===== src/rtl/mux_nt1_seq_pkg.sv =====
// Shared types and constants for the N:1 registered scan multiplexer.
// MUX_NT1_SEQ_MASK_EN adds the enabled-channel search used by masked scans.
package mux_nt1_seq_pkg;

   typedef logic [0:0] state_t;

   localparam state_t ST_IDLE = 1'b0;
   localparam state_t ST_SCAN = 1'b1;

   localparam logic MODE_DIRECT = 1'b0;
   localparam logic MODE_SCAN   = 1'b1;

`ifdef MUX_NT1_SEQ_MASK_EN
   localparam int unsigned MASK_MAX_N = 64;
   typedef logic [MASK_MAX_N-1:0] mask_t;

   // Lowest enabled channel at or above 'from'; MASK_MAX_N when none remain.
   function automatic int unsigned next_en(input mask_t mask, input int unsigned from);
      int unsigned res;
      res = MASK_MAX_N;
      for (int unsigned i = 0; i < MASK_MAX_N; i++) begin
         if (mask[i] && (i >= from) && (res == MASK_MAX_N)) res = i;
      end
      return res;
   endfunction
`endif

endpackage


===== src/rtl/mux_nt1_seq_if.sv =====
// Bus bundle between the sort datapath and mux_nt1_seq.
// MUX_NT1_SEQ_MASK_EN adds the per-channel scan enable.
interface mux_nt1_seq_if #(
   parameter int unsigned N = 4,
   parameter int unsigned W = 8
);
   localparam int unsigned SW = $clog2(N);

   logic          mode;
   logic [SW-1:0] sel;
   logic [N*W-1:0] d_in;
   logic          start;
   logic          ready;
   logic [W-1:0]  d_out;
   logic [SW-1:0] ch_out;
   logic          valid;
   logic          last;
   logic          busy;
`ifdef MUX_NT1_SEQ_MASK_EN
   logic [N-1:0]  en_mask;
`endif

   modport master (
      output mode, sel, d_in, start, ready,
`ifdef MUX_NT1_SEQ_MASK_EN
      output en_mask,
`endif
      input  d_out, ch_out, valid, last, busy
   );

   modport slave (
      input  mode, sel, d_in, start, ready,
`ifdef MUX_NT1_SEQ_MASK_EN
      input  en_mask,
`endif
      output d_out, ch_out, valid, last, busy
   );

endinterface


===== src/rtl/mux_nt1_nb.sv =====
// Combinational N:1, W-bit channel selector; out-of-range select yields zero.
module mux_nt1_nb #(
   parameter int unsigned N  = 4,
   parameter int unsigned W  = 8,
   parameter int unsigned SW = $clog2(N)
) (
   input  logic [SW-1:0]  sel,
   input  logic [N*W-1:0] d_in,
   output logic [W-1:0]   y_c
);

   always_comb begin
      y_c = '0;
      for (int unsigned k = 0; k < N; k++) begin
         if (sel == SW'(k)) y_c = d_in[k*W +: W];
      end
   end

endmodule


===== src/rtl/mux_nt1_seq.sv =====
// Registered N:1 multiplexer with direct-select and handshaked scan modes.
// MUX_NT1_SEQ_MASK_EN restricts scans to channels enabled in en_mask.
module mux_nt1_seq
   import mux_nt1_seq_pkg::*;
#(
   parameter int unsigned N = 4,
   parameter int unsigned W = 8
) (
   input  logic         clk,
   input  logic         rst_n,
   mux_nt1_seq_if.slave bus
);

   localparam int unsigned SW = $clog2(N);

   state_t        state_q, state_d;
   logic [W-1:0]  d_q, d_d;
   logic [SW-1:0] ch_q, ch_d;
   logic          valid_q, valid_d;
   logic          last_q, last_d;
   logic          busy_q, busy_d;

   logic [SW-1:0] mux_sel_c;
   logic [W-1:0]  mux_y_c;
   logic [SW-1:0] first_c, nxt_c;
   logic          first_last_c, nxt_last_c, can_start_c;

`ifdef MUX_NT1_SEQ_MASK_EN
   logic [N-1:0]  mask_q, mask_d;
   int unsigned   first_idx_c, nxt_idx_c;

   // Scan order from the live mask at start, from the captured mask afterwards.
   always_comb begin
      first_idx_c  = next_en(mask_t'(bus.en_mask), 32'd0);
      nxt_idx_c    = next_en(mask_t'(mask_q), 32'(ch_q) + 32'd1);
      first_c      = SW'(first_idx_c);
      nxt_c        = SW'(nxt_idx_c);
      first_last_c = (next_en(mask_t'(bus.en_mask), first_idx_c + 32'd1) == MASK_MAX_N);
      nxt_last_c   = (next_en(mask_t'(mask_q), nxt_idx_c + 32'd1) == MASK_MAX_N);
      can_start_c  = |bus.en_mask;
   end
`else
   always_comb begin
      first_c      = '0;
      nxt_c        = SW'(32'(ch_q) + 32'd1);
      first_last_c = 1'b0;
      nxt_last_c   = ((32'(ch_q) + 32'd1) == (N - 32'd1));
      can_start_c  = 1'b1;
   end
`endif

   mux_nt1_nb #(.N(N), .W(W), .SW(SW)) u_mux (
      .sel  (mux_sel_c),
      .d_in (bus.d_in),
      .y_c  (mux_y_c)
   );

   // Next state and next registered outputs.
   always_comb begin
      state_d   = state_q;
      d_d       = d_q;
      ch_d      = ch_q;
      valid_d   = valid_q;
      last_d    = last_q;
      busy_d    = busy_q;
      mux_sel_c = nxt_c;
`ifdef MUX_NT1_SEQ_MASK_EN
      mask_d    = mask_q;
`endif
      case (state_q)
         ST_IDLE: begin
            last_d = 1'b0;
            if (bus.mode == MODE_DIRECT) begin
               mux_sel_c = bus.sel;
               d_d       = mux_y_c;
               ch_d      = bus.sel;
               valid_d   = (32'(bus.sel) < N);
            end else if (bus.start && can_start_c) begin
               mux_sel_c = first_c;
               d_d       = mux_y_c;
               ch_d      = first_c;
               valid_d   = 1'b1;
               last_d    = first_last_c;
               busy_d    = 1'b1;
               state_d   = ST_SCAN;
`ifdef MUX_NT1_SEQ_MASK_EN
               mask_d    = bus.en_mask;
`endif
            end else begin
               valid_d = 1'b0;
            end
         end
         ST_SCAN: begin
            if (valid_q && bus.ready) begin
               if (last_q) begin
                  valid_d = 1'b0;
                  last_d  = 1'b0;
                  busy_d  = 1'b0;
                  state_d = ST_IDLE;
               end else begin
                  d_d    = mux_y_c;
                  ch_d   = nxt_c;
                  last_d = nxt_last_c;
               end
            end
         end
         default: begin
            state_d = ST_IDLE;
            valid_d = 1'b0;
            last_d  = 1'b0;
            busy_d  = 1'b0;
         end
      endcase
   end

   always_ff @(posedge clk or negedge rst_n) begin
      if (!rst_n) begin
         state_q <= ST_IDLE;
         d_q     <= '0;
         ch_q    <= '0;
         valid_q <= 1'b0;
         last_q  <= 1'b0;
         busy_q  <= 1'b0;
`ifdef MUX_NT1_SEQ_MASK_EN
         mask_q  <= '0;
`endif
      end else begin
         state_q <= state_d;
         d_q     <= d_d;
         ch_q    <= ch_d;
         valid_q <= valid_d;
         last_q  <= last_d;
         busy_q  <= busy_d;
`ifdef MUX_NT1_SEQ_MASK_EN
         mask_q  <= mask_d;
`endif
      end
   end

   assign bus.d_out  = d_q;
   assign bus.ch_out = ch_q;
   assign bus.valid  = valid_q;
   assign bus.last   = last_q;
   assign bus.busy   = busy_q;

endmodule


===== src/flat_wrapper.sv =====
// flat-port wrapper written by rule: the top's interface ports become plain ports
module mux_nt1_seq_flat import mux_nt1_seq_pkg::*;
#(
   parameter int unsigned N = 4,
   parameter int unsigned W = 8
)
  (clk, rst_n, bus_mode, bus_sel, bus_d_in, bus_start, bus_ready, bus_d_out, bus_ch_out, bus_valid, bus_last, bus_busy);
  mux_nt1_seq_if #(.N(N), .W(W)) bus_i ();
  input  logic clk;
  input  logic rst_n;
  input wire logic [$bits(bus_i.mode)-1:0] bus_mode;
  input wire logic [$bits(bus_i.sel)-1:0] bus_sel;
  input wire logic [$bits(bus_i.d_in)-1:0] bus_d_in;
  input wire logic [$bits(bus_i.start)-1:0] bus_start;
  input wire logic [$bits(bus_i.ready)-1:0] bus_ready;
  output wire logic [$bits(bus_i.d_out)-1:0] bus_d_out;
  output wire logic [$bits(bus_i.ch_out)-1:0] bus_ch_out;
  output wire logic [$bits(bus_i.valid)-1:0] bus_valid;
  output wire logic [$bits(bus_i.last)-1:0] bus_last;
  output wire logic [$bits(bus_i.busy)-1:0] bus_busy;
  assign bus_i.mode = bus_mode;
  assign bus_i.sel = bus_sel;
  assign bus_i.d_in = bus_d_in;
  assign bus_i.start = bus_start;
  assign bus_i.ready = bus_ready;
  assign bus_d_out = bus_i.d_out;
  assign bus_ch_out = bus_i.ch_out;
  assign bus_valid = bus_i.valid;
  assign bus_last = bus_i.last;
  assign bus_busy = bus_i.busy;
  mux_nt1_seq #(.N(N), .W(W)) u_core (.clk(clk), .rst_n(rst_n), .bus(bus_i));
endmodule

===== config.mk =====
export PLATFORM = sky130hd
export DESIGN_NAME = mux_nt1_seq_flat
export DESIGN_NICKNAME = d
export VERILOG_FILES = /design/src/rtl/mux_nt1_seq_pkg.sv /design/src/rtl/mux_nt1_seq_if.sv /design/src/rtl/mux_nt1_nb.sv /design/src/rtl/mux_nt1_seq.sv /design/src/flat_wrapper.sv
export SDC_FILE = /design/constraint.sdc
export NUM_CORES = 1
export LEC_CHECK = 0
export BUFFER_PORTS_ARGS = -buffer_cell sky130_fd_sc_hd__buf_4
export CELL_PAD_IN_SITES_DETAIL_PLACEMENT = 1
export CELL_PAD_IN_SITES_GLOBAL_PLACEMENT = 2
export CORE_MARGIN = 2
export CORE_UTILIZATION = 27
export DETAILED_ROUTE_END_ITERATION = 12
export PLACE_DENSITY = 0.79
export SLEW_MARGIN = 20
export SYNTH_ARGS = -nofsm -noshare
export SYNTH_HDL_FRONTEND = slang
export SYNTH_SLANG_ARGS = --single-unit

===== constraint.sdc =====
create_clock -name clk -period 4.9 [get_ports clk]
set_input_delay 1.47 -clock clk [delete_from_list [all_inputs] [get_ports clk]]
set_output_delay 1.47 -clock clk [all_outputs]
set_load 0.05 [all_outputs]

[Word level (Yosys, flattened, before mapping)]
Index checks and enable logic that the tools add are counted.
Storage, ports and cells
  register bits: 14
  input bits: 39
  output and inout port bits: 13
Cells by class
  add/subtract/negate cells: 1
  equal/unequal tests: 10
  mux-type cells: 32
  bitwise logic cells: 1
  reduce and logical (&&, ||, !) cells: 5
Operators by type and width (number)
  8-bit 2-to-1 mux: 8
  32-bit by 2-bit equality test with 1-bit output (second input constant): 1
  8-bit case mux with 2 select lines: 1
  2-bit 2-to-1 mux: 7
  1-bit 2-to-1 mux: 11
  2-bit inequality test (second input constant): 5
  1-bit case mux with 2 select lines: 4
  2-bit equality test (second input constant): 2
  2-bit case mux with 2 select lines: 1
  4-bit AND reduction: 1
  2-bit by 1-bit adder with 3-bit output (second input constant): 1
  3-bit inequality test (second input constant): 1
  3-bit AND reduction: 1
  2-bit by 1-bit equality test with 1-bit output (second input constant): 1
  2-bit zero test: 1
  2-bit AND reduction: 1
  1-bit logical AND: 1
  1-bit NOT: 1

[Longest topological paths before layout]
Gate-level depths: netlist of run 1.
  depth after elaboration: 12
  depth in mapped cells: 7
  mapped depth without buffers: 6

[Cells and area by module]
From an unflattened synthesis of run 1, not the netlist that was laid out.
Unflattened totals
  cells, all modules: 61
  area total of the unflattened synthesis: 832.0 um^2
Modules (own cells, without submodules)
  mux_nt1_seq: instances 1, cells an instance 51, area an instance 635.6 um^2, sequential area each 350.3 um^2
  mux_nt1_nb: instances 1, cells an instance 10, area an instance 196.4 um^2, sequential area each 0.0 um^2

[Worst setup path before layout of run 1]
OpenSTA, ideal clock, no wires.
  kind: input to register
  start point: in bus_start
  end point: reg u_core.d_q[0] (netlist: u_core.bus.d_out[0])
  arrival time: 2.519 ns
  required time: 4.758 ns
  setup slack: 2.239 ns
  cell stages on the path: 6
  buffers on the path: 1
  cells stage by stage: nand2b_1 a21oi_1 nor2_4 buf_6 a2111oi_2 a211oi_1
Between the ends
  word-level cells in the longest chain between the ends: 11
  elaborated cells on any way between the ends: 18
  those cells by class: eq/ne: 4; mux: 12; reduce/logical: 2
Ends and longest elaborated chain
  start: declaration: RTL line flat_wrapper.sv:14  | input wire logic [$bits(bus_i.start)-1:0] bus_start;
  2-bit 2-to-1 mux: RTL line mux_nt1_seq.sv:78  | end else if (bus.start && can_start_c) begin
  2-bit 2-to-1 mux: RTL line mux_nt1_seq.sv:73  | if (bus.mode == MODE_DIRECT) begin
  2-bit 2-to-1 mux: RTL line mux_nt1_seq.sv:70  | case (state_q)
  2-bit zero test: RTL line mux_nt1_nb.sv:15  | if (sel == SW'(k)) y_c = d_in[k*W +: W];
  8-bit 2-to-1 mux (4 in series): RTL line mux_nt1_nb.sv:15
  8-bit 2-to-1 mux (on tied branches): RTL line mux_nt1_seq.sv:95, mux_nt1_seq.sv:78
  8-bit 2-to-1 mux (on tied branches): RTL line mux_nt1_seq.sv:94, mux_nt1_seq.sv:73
  8-bit case mux with 2 select lines: RTL line mux_nt1_seq.sv:70
  end signal: assignment: RTL line mux_nt1_seq.sv:119  | d_q <= '0;
  end signal: assignment: RTL line mux_nt1_seq.sv:129  | d_q <= d_d;
  end: declaration: RTL line mux_nt1_seq.sv:17  | logic [W-1:0] d_q, d_d;
Several ways; a longest one is shown, not always the timed one. The select of a mux whose other input is x is not followed.
A chain may end at the register's enable or synchronous reset.

[Worst setup path after layout of run 1]
  start point: in bus_mode
  end point: reg u_core.d_q[7] (netlist: u_core.bus.d_out[7])
Between the ends
  word-level cells in the longest chain between the ends: 10
  elaborated cells on any way between the ends: 17
  those cells by class: eq/ne: 4; mux: 11; reduce/logical: 2
Ends and longest elaborated chain
  start: declaration: RTL line flat_wrapper.sv:11  | input wire logic [$bits(bus_i.mode)-1:0] bus_mode;
  2-bit 2-to-1 mux: RTL line mux_nt1_seq.sv:73
  2-bit 2-to-1 mux: RTL line mux_nt1_seq.sv:70
  2-bit zero test: RTL line mux_nt1_nb.sv:15
  8-bit 2-to-1 mux (4 in series): RTL line mux_nt1_nb.sv:15
  8-bit 2-to-1 mux (on tied branches): RTL line mux_nt1_seq.sv:95, mux_nt1_seq.sv:78
  8-bit 2-to-1 mux (on tied branches): RTL line mux_nt1_seq.sv:94, mux_nt1_seq.sv:73
  8-bit case mux with 2 select lines: RTL line mux_nt1_seq.sv:70
Several ways; a longest one is shown, not always the timed one. The select of a mux whose other input is x is not followed.

==> flow_summary_export.csv, run 1 <==
group,metric,value,unit
run_status,status,"complete, no violations",
worst_setup_path,worst_setup_path_start_kind,"input pin",
clock_network,clkTransAtPathRegs,0.06,ns
finish,drive_gt1_share,48.6,%
global_route,overflow,0,
pwr,p_sw_share,54.5,%
synth,synthCells,94,
synth,synth_top_cell_by_area,"dfrtp_1",
worst_setup_path,required,5.01,ns
die,dieArea,4170,um^2
route,routed_wirelength,2.81,mm
place,port_buffers,51,
route,dr.pass1.iters,4,
synth,async_flop_share,100,%
route,wl_per_cell,14.6,um
timing,timing.fmax,371,MHz
synth,synth.yosys.seq_area_share,35.4,%
synth,synth_warnings,0,
synth,ys_ff_latch,14,
synth,syn_nets,134,
pwr,peakVddDrop,241,uV
pwr,power.density,753,nW/um^2
finish,fin_area,1430,um^2
timing,slew-limit-headroom,66.3,%
timing,rsz0062_at_grt,"false",
die,dieWidth,64.6,um
pwr,switching_power,0.588,mW
global_route,grt_max_degree,15,
global_route,grt_pass1_vias,977,
worst_hold_path,hold_path.class,"reg -> reg",
synth,syn_area,991,um^2
clock_network,cts_made_buffers,3,
timing,fin_crit,2.69,ns
route,drt_iter0_markers,16,
die,initial_core_util,27.5,%
synth,synth_common_cells,"14 x dfrtp_1, 13 x nor2_1, 8 x a211oi_1, 8 x mux2i_1, 7 x nand2_1",
die,fp-row-count,22,
place,gp_congestion,0.734,
synth,synth_top_area_share,35.4,%
synth,yosysUniqueCellTypes,29,
worst_setup_path,crit_fanout,13,
pwr,p_leak,0.639,nW
clock_network,cts-resized-gates,0,
die,core,3610,um^2
flow_run,maxCapViolations,0,
global_route,grt.total_usage,14.3,%
synth,synth_ff_type,"dfrtp_1",
route,dr_total_vias,930,
pwr,power.total,1.08,mW
finish,diodes,0,
synth,yosys-top-cells-area,"dfrtp_1 35%, a2111oi_4 8.3%, mux2i_1 8.1%",
clock_network,htree_levels,1,
pwr,combPwrFrac,70.4,%
clock_network,cts_hold_buf,0,
timing,setup_viol,0,
timing,drv_slew,0,
global_route,antenna_found_initial,0,
clock_network,cts_buffer_depth,2,
timing,setup_tns,0,ns
route,postRouteAntennaNets,0,
synth,synth_edf_count,0,
die,die_h,64.6,um
route,via_per_inst,4.84,
pwr,p_int,0.491,mW
clock_network,worstSkewPairLatency,0.24,ns
clock_network,cts.sinks,14,
timing,hold_violations,0,
worst_setup_path,cp-end-kind,"flop",
finish,nets,186,
worst_setup_path,worstSetupPathType,"in -> reg",
clock_network,cts_setup_buffers,0,
timing,fin_crit_sh,55.0,%
pwr,p_seq_share,20.8,%
global_route,grt_pass1_wl,4.51,mm
synth,syn_area_per_cell,10.5,um^2
timing,worst_pin_slew,0.505,ns
synth,yosysMostFrequentCell,"dfrtp_1",
pwr,clkPwrFrac,8.7,%
timing,fin_worst_skew,0.00189,ns
finish,syn_to_final_growth,44.7,%
place,hpwl,2.29,mm
clock_network,cts-root-buf,"clkbuf_8",
die,io_pins,52,
worst_setup_path,arrival,2.80,ns
place,dpl_cell_area,1390,um^2
route,remaining_drc_errors,0,
clock_network,cts_tree,"done",
==> flip-flops by register name, indices dropped and copies added, names as in the netlist <==
register / flops
u_core.bus.busy: 1
u_core.bus.ch_out: 2
u_core.bus.d_out: 8
u_core.bus.last: 1
u_core.bus.valid: 1
u_core.state_q: 1
==> area by class of cell <==
cell class,instances,area [um^2]
fill,428,2170
multi-input combinational,74,589
timing repair buffer,51,383
sequential,14,350
tap,48,60.1
clock buffer,3,41.3
inverter,2,10.0
==> layer usage <==
metal / global-route usage (%) / vias to the layer above / share of wire [%]
met4: 6.38 / 0 / 1.4
met3: 2.26 / 4 / 4.6
met2: 23.3 / 32 / 49
met5: 0 / - / 0
met1: 18.6 / 439 / 45
li1: - / 455 / -
==> placed cells by master (no fill, tap or decap), drive strengths merged <==
cell,netlist,final
a2111oi,8,8
a211oi,8,8
a21boi,3,3
a21o,1,1
a21oi,4,4
a31o,1,1
and2,2,2
and3,5,5
buf,4,51
clkbuf,0,3
dfrtp,14,14
ha,1,1
inv,2,2
mux2i,8,8
nand2,8,8
nand2b,1,1
nand3,2,2
nor2,14,14
nor2b,2,2
nor3,1,1
nor3b,1,1
o21ai,3,3
or3,1,1
==> cells by family (layout without fill, tap and decap cells) <==
family,Yosys count,count (layout),share of synthesized area [%]
mux,8,8,8.08
compound gates,28,28,29.8
simple gates,37,37,20.3
fa+ha+maj,1,1,1.26
buf+inv,6,56,5.18
flops,14,14,35.4
==> through the flow <==
step / worst slack, ns / util, % / hold slack (ns) / std cells
2_1_floorplan: 2.24 / - / 0.574 / 94
3_5_place_dp: 1.94 / 38.6 / 0.505 / 189
6_report: 2.21 / 39.8 / 0.517 / 192
4_1_cts: 2.20 / 39.8 / 0.522 / 192
3_3_place_gp: 1.98 / 38.6 / 0.493 / 189
5_1_grt: 2.05 / 39.8 / 0.557 / 192
==> critical path, cell delays in order <==
cell and delay, ns:
buf_4 0.12, nand2b_1 0.09, a21o_1 0.24, nand2_2 0.32, a2111oi_2 0.46, a211oi_1 0.08
==> power groups by stage <==
stage / Sequential [mW] / Combinational, mW / Clock [mW]
floorplan: 0.394 / 0.439 / 0
global placement: 0.225 / 0.761 / 0
detailed placement: 0.228 / 0.769 / 0
CTS: 0.226 / 0.771 / 0.0960
global route: 0.234 / 0.824 / 0.102
finish: 0.225 / 0.760 / 0.0943
==> final timing paths <==
path	start	end	slack, ns	depth (start not counted)
min in group asynchronous	rst_n	u_core.bus.d_out[6]	1.07	1
setup / recovery	bus_mode	u_core.bus.d_out[7]	2.21	6
setup reg to reg	u_core.bus.ch_out[0]	u_core.bus.d_out[7]	2.95	6
hold reg to reg	u_core.bus.busy	u_core.bus.busy	0.52	2
hold / removal	u_core.bus.busy	u_core.bus.busy	0.52	2
max in group asynchronous	rst_n	u_core.bus.d_out[2]	3.66	1
Note: power is estimated with default switching activity, not from simulation.
==> run 2, diff against run 1 <==
--- a/config.mk
+++ b/config.mk
@@ -5,13 +5,14 @@
 export SDC_FILE = /design/constraint.sdc
 export NUM_CORES = 1
 export LEC_CHECK = 0
+export ABC_AREA = 1
 export BUFFER_PORTS_ARGS = -buffer_cell sky130_fd_sc_hd__buf_4
 export CELL_PAD_IN_SITES_DETAIL_PLACEMENT = 1
 export CELL_PAD_IN_SITES_GLOBAL_PLACEMENT = 2
 export CORE_MARGIN = 2
-export CORE_UTILIZATION = 27
+export CORE_UTILIZATION = 22
 export DETAILED_ROUTE_END_ITERATION = 12
-export PLACE_DENSITY = 0.79
+export PLACE_DENSITY = 0.74
 export SLEW_MARGIN = 20
 export SYNTH_ARGS = -nofsm -noshare
 export SYNTH_HDL_FRONTEND = slang
==> constraint.sdc (replaced) <==
create_clock -name clk -period 2.7 [get_ports clk]
set_input_delay 0.81 -clock clk [delete_from_list [all_inputs] [get_ports clk]]
set_output_delay 0.81 -clock clk [all_outputs]
set_load 0.05 [all_outputs]
==> flow_summary_export.csv, run 2 <==
group,metric,value,unit
run_status,status,"complete, no violations",
clock_network,worstSkewPairLatency,0.24,ns
timing,setup_viol,0,
timing,fin_crit,1.89,ns
finish,drive_gt1_share,36.5,%
timing,rsz0062_at_grt,"false",
die,die_h,70.6,um
worst_setup_path,r2r-end,"u_core.bus.d_out[5]",
worst_setup_path,regToRegSetupSlack,0.96,ns
global_route,antenna_found_initial,0,
clock_network,clkTransAtPathRegs,0.06,ns
place,dpl_cell_area,1410,um^2
timing,worst_pin_slew,0.427,ns
route,drt_iter0_markers,25,
synth,synth.yosys.seq_area_share,35.9,%
synth,yosys-top-cells-area,"dfrtp_1 36%, nand2_1 19%, inv_1 7.3%",
synth,ys_ff_latch,14,
pwr,p_leak,0.788,nW
route,routed_wirelength,3.03,mm
finish,multi_input_area,515,um^2
synth,synthCells,139,
synth,yosysUniqueCellTypes,19,
route,wl_per_cell,12.4,um
clock_network,cts_hold_buf,0,
synth,async_flop_share,100,%
synth,synth_warnings,0,
global_route,grt_pass1_wl,5.21,mm
synth,synth_ff_type,"dfrtp_1",
worst_setup_path,arrival,2.02,ns
synth,synth_top_area_share,35.9,%
route,postRouteAntennaNets,0,
synth,yosys.area_share.simple,42.7,%
synth,synth_mux_area_share,0,%
synth,synth_top_family_by_area,"simple AND/OR/NAND/NOR gates",
finish,n_fill_cell,571,
worst_setup_path,worst_setup_path_start_kind,"input pin",
timing,slew-limit-headroom,71.6,%
place,port_buffers,51,
timing,timing.fmax,530,MHz
synth,synth_common_cells,"49 x nand2_1, 19 x inv_1, 14 x dfrtp_1, 14 x nand3_1, 10 x o21ai_0",
die,initial_core_util,22.5,%
place,hpwl,2.60,mm
flow_run,maxCapViolations,0,
clock_network,htree_levels,1,
worst_setup_path,crit_fanout,11,
route,remaining_drc_errors,0,
finish,fin_cells,244,
worst_hold_path,hold_path.class,"in -> async",
synth,syn_area,975,um^2
worst_setup_path,reg2reg_from,"u_core.bus.ch_out[0]",
finish,nets,234,
finish,syn_to_final_growth,48.7,%
clock_network,cts_setup_buffers,0,
route,via_per_inst,4.37,
timing,setup_tns,0,ns
finish,mostFrequentLayoutCells,"52 x buf_4, 49 x nand2_1, 19 x inv_1",
clock_network,cts.sinks,14,
place,gp_congestion,0.793,
synth,yosysMostFrequentCell,"nand2_1",
synth,synth_xor_area_share,0,%
finish,diodes,0,
worst_setup_path,worstSetupPathType,"in -> reg",
die,io_pins,52,
pwr,power.total,1.95,mW
synth,synth_fa_ha_area_share,1.28,%
clock_network,cts-root-buf,"clkbuf_8",
timing,drv_slew,0,
synth,synth_edf_count,0,
die,dieWidth,70.6,um
finish,fin_area,1450,um^2
timing,fin_worst_skew,0.00247,ns
synth,synth_compound_area_share,8.86,%
pwr,peakVddDrop,317,uV
finish,largest_reg_flops,8,
worst_setup_path,cp-end-kind,"flop",
route,dr.pass1.iters,4,
die,core,4320,um^2
worst_setup_path,ff2ff_path_depth,9,
timing,hold_violations,0,
global_route,overflow,0,
global_route,grt.total_usage,13.0,%
clock_network,cts_tree,"done",
timing,fin_crit_sh,69.9,%
global_route,grt_max_degree,15,
clock_network,cts_buffer_depth,2,
die,dieArea,4980,um^2
pwr,power.density,1340,nW/um^2
route,dr_total_vias,1067,
synth,syn_area_per_cell,7.01,um^2
finish,seq_area,350,um^2
finish,layout_commonest_cell,"buf_4",
global_route,grt_pass1_vias,1148,
clock_network,cts_made_buffers,3,
synth,synth_top_cell_by_area,"dfrtp_1",
worst_setup_path,required,2.84,ns
clock_network,cts-resized-gates,0,
timing,whs,0.408,ns
synth,syn_nets,179,
place,placed_cells,241,
die,fp-row-count,24,
[run 2: cell types whose count changed in the layout (fill, tap and decap cells not counted), moves of 5 or more]
cell,before,now
o21ai_0,2,10
nor2_1,13,3
nand3_1,2,14
mux2i_1,8,0
a211oi_1,8,0
nand2_1,7,49
nand2_4,0,5
inv_1,1,19
and3_1,5,0
nand4_1,0,7
a2111oi_2,5,0
[run 2: worst max-delay path, stage by stage]
cell and delay (ns):
buf_4 0.11, clkinv_1 0.06, nand2_1 0.05, nor2_1 0.15, inv_1 0.10, nand2_2 0.25, nand2_4 0.13, or2_0 0.22
nand3_1 0.09, nand2_1 0.05
[run 2: cells by family after synthesis]
| logic type | count (synthesis) |
|---|---|
| compound gates | 15 |
| simple gates | 84 |
| fa+ha+maj | 1 |
| flops | 14 |
| buf+inv | 25 |
[run 2: worst max path at each step]
stage | start | to | slack, ns | depth (start not counted)
floorplan | u_core.bus.ch_out[0] | u_core.bus.d_out[5] | 0.76 | 9
global placement | bus_mode | u_core.bus.d_out[7] | 0.62 | 11
detailed placement | bus_mode | u_core.bus.d_out[5] | 0.56 | 10
CTS | bus_mode | u_core.bus.d_out[5] | 0.82 | 10
global route | bus_mode | u_core.bus.d_out[7] | 0.62 | 11
finish | bus_mode | u_core.bus.d_out[5] | 0.81 | 10
[run 2: cell type report]
class / instances / area share [%]
tap: 52 / 4.49
clock buffer: 3 / 2.85
multi-input combinational: 100 / 35.6
timing repair buffer: 52 / 26.9
sequential: 14 / 24.2
inverter: 23 / 5.96
[run 2: through the flow]
stage | utilization [%] | setup slack (ns)
4_1_cts | 33.5 | 0.819
3_5_place_dp | 32.6 | 0.558
3_3_place_gp | 32.6 | 0.616
2_1_floorplan | - | 0.763
6_report | 33.5 | 0.814
5_1_grt | 33.5 | 0.620
[run 2: power by group]
part	internal, mW	switching (mW)	total [mW]
Combinational	0.445	0.949	1.39
Clock	0.0986	0.0706	0.169
Sequential	0.312	0.0710	0.383
Total	0.855	1.09	1.95
[run 2: layer usage]
metal / GRT usage, % / share of wire [%]
met5: 0 / 0
met4: 3.14 / 1.2
met3: 2.99 / 7.4
met2: 21.0 / 45
met1: 17.9 / 46
